[config.mk]
export PLATFORM = sky130hd
export DESIGN_NAME = dfx_rp_ctrl
export DESIGN_NICKNAME = d
export VERILOG_FILES = /design/src/rtl/dfx_rp_ctrl_pkg.sv /design/src/rtl/dfx_cyc_timer.sv /design/src/rtl/dfx_rp_ctrl.sv
export SDC_FILE = /design/constraint.sdc
export NUM_CORES = 1
export LEC_CHECK = 0
export ABC_AREA = 0
export ABC_CLOCK_PERIOD_IN_PS = 1650
export BUFFER_PORTS_ARGS = -buffer_cell sky130_fd_sc_hd__buf_2
export CAP_MARGIN = 20
export CORE_ASPECT_RATIO = 1.5
export CORE_MARGIN = 5
export CORE_UTILIZATION = 30
export CTS_CLUSTER_DIAMETER = 40
export DETAILED_ROUTE_END_ITERATION = 8
export GPL_ROUTABILITY_DRIVEN = 0
export GPL_TIMING_DRIVEN = 0
export HOLD_SLACK_MARGIN = 0.06
export SLEW_MARGIN = 15
export SYNTH_ARGS = -nofsm -noshare
export SYNTH_HDL_FRONTEND = slang
export SYNTH_HIERARCHICAL = 1
export SYNTH_SLANG_ARGS = --single-unit
[constraint.sdc]
create_clock -name clk100 -period 1.65 [get_ports clk100]
set_input_delay 0 -clock clk100 [delete_from_list [all_inputs] [get_ports clk100]]
set_output_delay 0 -clock clk100 [all_outputs]
set_load 0.02 [all_outputs]
[src/rtl/dfx_rp_ctrl_pkg.sv]
// dfx_rp_ctrl_pkg
// Shared types for the reconfigurable-partition sequencing controller:
//   state_e  - sequencer FSM states
//   status_e - last-result codes reported on status_o
//   max_int  - elaboration helper used to size the shared phase timer
package dfx_rp_ctrl_pkg;

  typedef enum logic [2:0] {
    S_IDLE    = 3'd0,
    S_DRAIN   = 3'd1,
    S_WAIT_PR = 3'd2,
    S_RESET   = 3'd3,
    S_RELEASE = 3'd4,
    S_FAULT   = 3'd5
  } state_e;

  typedef enum logic [1:0] {
    ST_OK      = 2'd0,
    ST_PR_ERR  = 2'd1,
    ST_TIMEOUT = 2'd2,
    ST_BAD_IDX = 2'd3
  } status_e;

  function automatic int max_int(input int a, input int b);
    return (a > b) ? a : b;
  endfunction

endpackage

[src/rtl/dfx_cyc_timer.sv]
// dfx_cyc_timer
// Loadable down-counter that saturates at zero. tc_o is high while the count
// is zero, so loading N-1 on state entry yields a terminal count in the Nth
// cycle of that state.
// Ports:
//   clk100     - clock
//   rst        - synchronous active-high reset (count cleared)
//   load_i     - load load_val_i on the next edge
//   load_val_i - value to load
//   tc_o       - terminal count (count == 0)
module dfx_cyc_timer #(
  parameter int W = 4
) (
  input  logic         clk100,
  input  logic         rst,
  input  logic         load_i,
  input  logic [W-1:0] load_val_i,
  output logic         tc_o
);

  logic [W-1:0] cnt_q, cnt_d;

  always_comb begin
    cnt_d = cnt_q;
    if (load_i) begin
      cnt_d = load_val_i;
    end else if (cnt_q != '0) begin
      cnt_d = cnt_q - W'(1);
    end
  end

  always_ff @(posedge clk100) begin
    if (rst) begin
      cnt_q <= '0;
    end else begin
      cnt_q <= cnt_d;
    end
  end

  assign tc_o = (cnt_q == '0);

endmodule

[src/rtl/dfx_rp_ctrl.sv]
// dfx_rp_ctrl
// Sequences a reconfiguration of one reconfigurable partition: decouple and
// drain, wait for the PR engine, pulse the RP reset, re-couple. A failed
// sequence leaves the RP quarantined (decoupled and held in reset) until a
// later sequence on the same index completes.
// Optional watchdog on the PR-wait phase: define DFX_RP_CTRL_TIMEOUT_EN.
// Ports:
//   clk100, rst              - clock, synchronous active-high reset
//   req_i, rp_sel_i          - start request and RP index (taken only in IDLE)
//   clr_i                    - leave FAULT
//   pr_done_i, pr_err_i      - PR engine completion / error pulses
//   rp_led_i                 - raw RP outputs
//   led_o                    - registered RP outputs, SAFE_VAL where decoupled
//   decouple_o, rp_rst_o     - per-RP decouple and reset
//   ack_o, done_o            - accept / successful-completion pulses
//   busy_o, fault_o          - not IDLE / in FAULT
//   status_o                 - last result code
//   cur_rp_o                 - index latched at acceptance
//
// state     | meaning
// IDLE      | waiting for a request
// DRAIN     | RP decoupled, letting in-flight traffic settle
// WAIT_PR   | waiting for PR engine done/error
// RESET     | RP reset asserted after PR done
// RELEASE   | reset released, still decoupled for one cycle
// FAULT     | PR error or timeout, RP held decoupled and in reset
module dfx_rp_ctrl
  import dfx_rp_ctrl_pkg::*;
#(
  parameter int                NUM_RP    = 3,
  localparam int               RP_W      = $clog2(NUM_RP),
  parameter int                DRAIN_CYC = 16,
  parameter int                RST_CYC   = 8,
`ifdef DFX_RP_CTRL_TIMEOUT_EN
  parameter int                TIMEOUT_CYC = 2**24,
`endif
  parameter logic [NUM_RP-1:0] SAFE_VAL  = '0
) (
  input  logic              clk100,
  input  logic              rst,
  input  logic              req_i,
  input  logic [RP_W-1:0]   rp_sel_i,
  input  logic              clr_i,
  input  logic              pr_done_i,
  input  logic              pr_err_i,
  input  logic [NUM_RP-1:0] rp_led_i,
  output logic [NUM_RP-1:0] led_o,
  output logic [NUM_RP-1:0] decouple_o,
  output logic [NUM_RP-1:0] rp_rst_o,
  output logic              ack_o,
  output logic              done_o,
  output logic              busy_o,
  output logic              fault_o,
  output logic [1:0]        status_o,
  output logic [RP_W-1:0]   cur_rp_o
);

  // DRAIN and RESET never overlap, so they share one timer sized for the larger.
  localparam int            TW       = $clog2(max_int(DRAIN_CYC, RST_CYC) + 1);
  localparam logic [TW-1:0] DRAIN_LD = TW'(DRAIN_CYC - 1);
  localparam logic [TW-1:0] RST_LD   = TW'(RST_CYC - 1);

  state_e              state_q, state_d;
  status_e             status_q, status_d;
  logic [RP_W-1:0]     cur_rp_q, cur_rp_d;
  logic [NUM_RP-1:0]   quar_q, quar_d;
  logic [NUM_RP-1:0]   led_q;
  logic                done_lat_q, done_lat_d;
  logic                err_lat_q, err_lat_d;
  logic                ack_q, ack_d;
  logic                done_q, done_d;

  logic                tmr_load, tmr_tc;
  logic [TW-1:0]       tmr_val;
  logic [NUM_RP-1:0]   act_bit, act_dec, act_rst;
  logic                sel_ok, done_eff, err_eff;

  dfx_cyc_timer #(.W(TW)) u_phase_tmr (
    .clk100     (clk100),
    .rst        (rst),
    .load_i     (tmr_load),
    .load_val_i (tmr_val),
    .tc_o       (tmr_tc)
  );

`ifdef DFX_RP_CTRL_TIMEOUT_EN
  localparam int            WW    = $clog2(TIMEOUT_CYC + 1);
  localparam logic [WW-1:0] WD_LD = WW'(TIMEOUT_CYC - 1);
  logic wd_load, wd_tc;

  dfx_cyc_timer #(.W(WW)) u_wd_tmr (
    .clk100     (clk100),
    .rst        (rst),
    .load_i     (wd_load),
    .load_val_i (WD_LD),
    .tc_o       (wd_tc)
  );
`endif

  assign sel_ok   = int'(rp_sel_i) < NUM_RP;
  assign act_bit  = NUM_RP'(1) << cur_rp_q;
  // Pulses seen during DRAIN are honoured on the first WAIT_PR cycle.
  assign done_eff = pr_done_i | done_lat_q;
  assign err_eff  = pr_err_i  | err_lat_q;

  always_comb begin
    act_dec = '0;
    act_rst = '0;
    case (state_q)
      S_DRAIN, S_WAIT_PR, S_RELEASE: act_dec = act_bit;
      S_RESET, S_FAULT: begin
        act_dec = act_bit;
        act_rst = act_bit;
      end
      default: ;
    endcase
  end

  always_comb begin
    state_d    = state_q;
    status_d   = status_q;
    cur_rp_d   = cur_rp_q;
    quar_d     = quar_q;
    done_lat_d = done_lat_q;
    err_lat_d  = err_lat_q;
    ack_d      = 1'b0;
    done_d     = 1'b0;
    tmr_load   = 1'b0;
    tmr_val    = DRAIN_LD;
`ifdef DFX_RP_CTRL_TIMEOUT_EN
    wd_load    = 1'b0;
`endif
    case (state_q)
      S_IDLE: begin
        if (req_i) begin
          if (sel_ok) begin
            cur_rp_d   = rp_sel_i;
            ack_d      = 1'b1;
            done_lat_d = 1'b0;
            err_lat_d  = 1'b0;
            tmr_load   = 1'b1;
            tmr_val    = DRAIN_LD;
            state_d    = S_DRAIN;
          end else begin
            status_d = ST_BAD_IDX;
          end
        end
      end
      S_DRAIN: begin
        if (pr_done_i) done_lat_d = 1'b1;
        if (pr_err_i)  err_lat_d  = 1'b1;
        if (tmr_tc) begin
          state_d = S_WAIT_PR;
`ifdef DFX_RP_CTRL_TIMEOUT_EN
          wd_load = 1'b1;
`endif
        end
      end
      S_WAIT_PR: begin
        // Error beats done; done beats a watchdog expiry in the same cycle.
        if (err_eff) begin
          status_d = ST_PR_ERR;
          quar_d   = quar_q | act_bit;
          state_d  = S_FAULT;
        end else if (done_eff) begin
          tmr_load = 1'b1;
          tmr_val  = RST_LD;
          state_d  = S_RESET;
        end
`ifdef DFX_RP_CTRL_TIMEOUT_EN
        else if (wd_tc) begin
          status_d = ST_TIMEOUT;
          quar_d   = quar_q | act_bit;
          state_d  = S_FAULT;
        end
`endif
      end
      S_RESET: begin
        if (tmr_tc) begin
          // Reset pulse done: lift any quarantine so RELEASE shows reset low.
          quar_d  = quar_q & ~act_bit;
          state_d = S_RELEASE;
        end
      end
      S_RELEASE: begin
        done_d   = 1'b1;
        status_d = ST_OK;
        state_d  = S_IDLE;
      end
      S_FAULT: begin
        if (clr_i) state_d = S_IDLE;
      end
      default: state_d = S_IDLE;
    endcase
  end

  always_ff @(posedge clk100) begin
    if (rst) begin
      state_q    <= S_IDLE;
      status_q   <= ST_OK;
      cur_rp_q   <= '0;
      quar_q     <= '0;
      done_lat_q <= 1'b0;
      err_lat_q  <= 1'b0;
      ack_q      <= 1'b0;
      done_q     <= 1'b0;
      led_q      <= SAFE_VAL;
    end else begin
      state_q    <= state_d;
      status_q   <= status_d;
      cur_rp_q   <= cur_rp_d;
      quar_q     <= quar_d;
      done_lat_q <= done_lat_d;
      err_lat_q  <= err_lat_d;
      ack_q      <= ack_d;
      done_q     <= done_d;
      led_q      <= (decouple_o & SAFE_VAL) | (~decouple_o & rp_led_i);
    end
  end

  assign decouple_o = quar_q | act_dec;
  assign rp_rst_o   = quar_q | act_rst;
  assign led_o      = led_q;
  assign ack_o      = ack_q;
  assign done_o     = done_q;
  assign busy_o     = (state_q != S_IDLE);
  assign fault_o    = (state_q == S_FAULT);
  assign status_o   = status_q;
  assign cur_rp_o   = cur_rp_q;

endmodule
* Word level (Yosys, flattened, before mapping)
Index checks and enable logic that the tools add are counted.
Cells by class: mux-type cells 34, bitwise gates (word level) 10, divide/modulo/power cells 0, equality and inequality tests 15, $add $sub $neg 1, shift operators 1, reduce and logical (&&, ||, !) cells 17, multipliers 0, magnitude comparators 1
Operator list (count):
- 3-bit 2-to-1 mux | 11
- 2-bit != test (second input constant) | 9
- 3-bit one-hot mux with 5 select lines | 1
- 4-bit 2-to-1 mux | 3
- 4-bit AND reduction | 3
- 5-bit 2-to-1 mux | 2
- 1-bit 2-to-1 mux | 9
- 3-bit bitwise OR | 3
- 3-bit bitwise AND | 2
- 3-bit by 2-bit equality test with 1-bit output (second input constant) | 2
- 3-bit equality test (second input constant) | 2
- 2-bit 2-to-1 mux | 3
- 3-bit inverter | 2
- 1-bit one-hot mux with 2 select lines | 3
- 2-bit one-hot mux with 3 select lines | 1
- 3-bit one-hot mux with 2 select lines | 1
- 3-bit AND reduction | 2
- 6-bit AND reduction | 1
- 2-bit nonzero test | 3
- 3-bit nonzero test | 2
- 5-bit zero test | 1
- 5-bit nonzero test | 1
- 5-bit OR reduction | 1
- 5-bit by 1-bit subtractor with 5-bit output (second input constant) | 1
- other kinds (8) | 10
Word-level totals: register bits after elaboration 22, output and inout bits 17, RAM bits 0, bits in read-only memories 0, memories kept 0, bits in latches 0

* Logic depth before layout (Yosys ltp)
depth in word-level cells 6, mapped depth 7, mapped depth without buffers 7

* By module
The synthesis kept the hierarchy.
By module, submodules not included:
- dfx_rp_ctrl | times used 1, area an instance 868.3 µm², cells each 106
- dfx_cyc_timer | times used 1, area an instance 287.8 µm², cells each 32

* Least setup slack after synthesis
Ideal clock, no wire load.
path kind register -> register, from register u_phase_tmr.cnt_q[0], to register with a tool-made name, clock period less this slack 1.825 ns, library setup time 0.087 ns, setup slack -0.175 ns, path buffers 0, cell stages (with the launch flop) 8, data required time 1.563 ns, arrival 1.737 ns, path through dfxtp_1 > inv_1 > ha_1 > nor4b_4 > inv_1 > a211o_1 > or4_1 > o31ai_1
RTL lines:
- start: declaration | RTL line dfx_cyc_timer.sv:21 | logic [W-1:0] cnt_q, cnt_d;
- start signal: assignment | RTL line dfx_cyc_timer.sv:36 | cnt_q <= cnt_d;

* Worst setup path after layout
from register u_phase_tmr.cnt_q[0], to register state_q[1]
On the way: word-level cells in the longest chain between the ends 3
Ends and longest elaborated chain:
- 5-bit zero test (*) | RTL line dfx_cyc_timer.sv:40 | assign tc_o = (cnt_q == '0);
- named net tmr_tc | RTL line dfx_rp_ctrl.sv:73 | logic tmr_load, tmr_tc;
- 2-bit != test (no source line)
- 6-bit AND reduction (no source line) (*)
- end signal: assignment | RTL line dfx_rp_ctrl.sv:209 | state_q <= state_d;
- end: declaration | RTL line dfx_rp_ctrl.sv:63 | state_e state_q, state_d;
Mark *: on every way through the listed nets, which the timed path passes. The rest lies on a longest branch. A chain may end at the register's enable or synchronous reset.

==> flow_summary.ini <==
[run_status]
run_status = finished, violations left
failed_checks = negative setup slack

[sta]
finalHoldViolations = 0
clock-skew-final_ps = 6.025
hold-worst-slack_ps = 104.6
final_min_period_over_clock_period_pct = 104.8
setup_violations = 6
grt_setup_unrepaired = yes
postLayoutSetupSlackWorst_ps = -79.22
finalWorstPathRequiredPeriod_ps = 1729
finalMaxSlewViolations = 0
achievable-frequency_mhz = 578.3

[hold_path]
worst_hold_path.num_cells = 3
timing.hold.worst.class = primary input to flip-flop

[pwr]
post-layout-total-power_uw = 2703
irDropWorstVdd_mv = 1.058
power_leakage_uw = 0.0007429
pwr_density_cell_nw_per_um2 = 1618

[clock_network]
clkLatencyLatePin_ps = 270
tritoncts_num_sinks = 22
htreeDepth = 1
clk_path_buf_depth = 2
path_clk_slew_ps = 80
cts-buffers-inserted = 3
cts_tree = yes
cts_root_buffer = clkbuf_8

[logic_synthesis]
fraction_of_registers_with_async_set_or_reset_after_synthesis_pct = 0
synth_top_flop_cell = dfxtp_1
yosys_register_bits = 22
post_synthesis_cells = 138
mappedNetlistArea_sq_um = 1156
synthesis.yosys.warnings = 6
syn-mean-instance-area_sq_um = 8.378
synth_enable_flop_cells = 0
synth_cell_type_count = 44
ys_seq_area_share_pct = 38.10

[final_layout]
fin_util_pct = 44.95
final_nets = 205
area_growth_pct = 44.48
fin_area_sq_um = 1670
drive_above_1_share_pct = 38.02
antenna-diode-count = 0

[routing]
post_drt_wl_per_cell_microns = 12.97
dr.first_iter.drc_count = 43
ant_nets = 0
drc_violations_left = 0
detail_route.wirelength_mm = 3.049
detailroute.via_count = 1202
drt_first_pass_iters = 4
via_per_inst = 5.115

[setup_path]
arrival_time_reported_for_the_critical_path_endpoint_ps = 1880
start_kind = flip-flop
critPathKind = flip-flop to flip-flop
path_max_fanout = 3
worstPathRequired_ps = 1800
critical_path.endpoint_type = flip-flop
worst_r2r_path_depth = 6

[floorplanning]
die_height_microns = 86.03
initial_core_util_pct = 31.11
core.rowCount = 27
die_area_sq_um = 5221
boundaryPins = 28
coreArea_sq_um = 3716
die_w_microns = 60.69

[grt]
groute.usage.overall_pct = 12.83
antenna_found_initial = 0
vias_in_the_first_global_route = 1171
globalRouteOverflowTotal = 0
grt_pass1_wl_mm = 5.230
grt_max_degree = 13

[flow_run]
cap_viol_max_count = 0

[placed_design]
io_buffer_count = 27
detailed_place_hpwl_mm = 2.225
detailed_place.area_sq_um = 1389
[kinds of logic after synthesis]
family                   after synthesis  synth area share [%]
other                                  2                0.6496
AO/OA/AOI/OAI                         29                 18.40
XOR/XNOR                               1                0.7577
multiplexers                           5                 4.654
flip-flops                            22                 38.10
AND/OR/NAND/NOR                       59                 29.33
buffers and inverters                 19                 7.034
adder cells (fa/ha/maj)                1                 1.082
[Yosys cell counts (2+ instances only)]
library cell	count	area [sq um]
a21oi_1	4	20.02
a31oi_1	2	12.51
buf_2	2	10.01
clkbuf_1	4	15.01
conb_1	2	7.510
dfxtp_1	22	440.4
inv_1	12	45.04
mux2_1	3	33.78
mux2i_1	2	20.02
nand2_1	11	41.29
nand2b_1	2	12.51
nand3_1	3	15.01
nor2_1	15	56.30
nor2b_1	3	18.77
nor3_1	11	55.05
nor3b_1	3	22.52
o21ai_0	2	10.01
o21bai_1	5	37.54
o31ai_1	5	37.54
[power breakdown]
group	switching [uW]	internal, uW	leakage, uW	total, uW
Sequential	131	674	0.000182	805
Clock	180	213	0.0000288	394
Combinational	802	702	0.000532	1500
Total	1110	1590	0.000743	2700
[final timing paths]
check                endpoint  slack [ps]            startpoint
setup / recovery   state_q[1]         -80  u_phase_tmr/cnt_q[0]
hold / removal      err_lat_q         100              pr_err_i
setup reg to reg   state_q[1]         -80  u_phase_tmr/cnt_q[0]
hold reg to reg   status_o[0]         500           status_o[0]
[per-stage QoR]
step | TNS [ps] | instances | setup WS (ps)
after floorplan | -341.6 | 140 | -94.77
after global placement | -1194 | 210 | -261.1
after detailed placement | -1411 | 210 | -305.0
after CTS | -258.9 | 231 | -88.56
after global routing | -830.9 | 235 | -162.3
final | -310.0 | 235 | -79.22
[what timing repair did]
action | 4_1_cts | 5_1_grt
endpoints found under the setup margin | 9 | 12
endpoints found under the hold margin | 9 | 0
pin swaps | 7 | 6
hold buffers | 7 | 0
resized for setup | 6 | 12
buffers inserted | 11 | 4
cloned | 0 | 0
[placed cells by master (no fill, tap or decap), types with 3 or more instances in the layout]
cell	instances
o21bai_1	5
buf_4	14
nor2_1	14
nand2_1	8
inv_1	9
clkbuf_8	4
nor3_1	10
inv_2	3
o31ai_1	4
dfxtp_1	18
nor2b_1	3
a21oi_1	4
dfxtp_2	4
conb_1	4
buf_6	3
buf_2	28
nor3b_1	3
dlygate4sd3_1	7
clkbuf_1	3
[critical path, cell delays in order, from the launching register on]
cell and delay [ps]:
dfxtp_2 330, inv_2 70, ha_4 120, nor4b_4 250, o22ai_1 120, a221o_1 390
mux2_1 340
[final cells by class]
class                   instances  area [sq um]
multi-input cells              99         710.7
plain buffers                   6         38.79
fillers                       392          2046
flip-flops and latches         22         445.4
repair buffers                 49         321.6
clock buffers                   4         55.05
well taps                      43         53.80
inverters                      12         45.04
[per-layer routing]
metal	up-vias	track usage [%]	part of all wire, %
met1	557	13.97	38
met3	10	2.711	7.9
met4	0	6.509	3.3
met5	-	0	0
li1	597	-	-
met2	38	22.40	51
No activity file was read; power rests on OpenSTA's default activity.
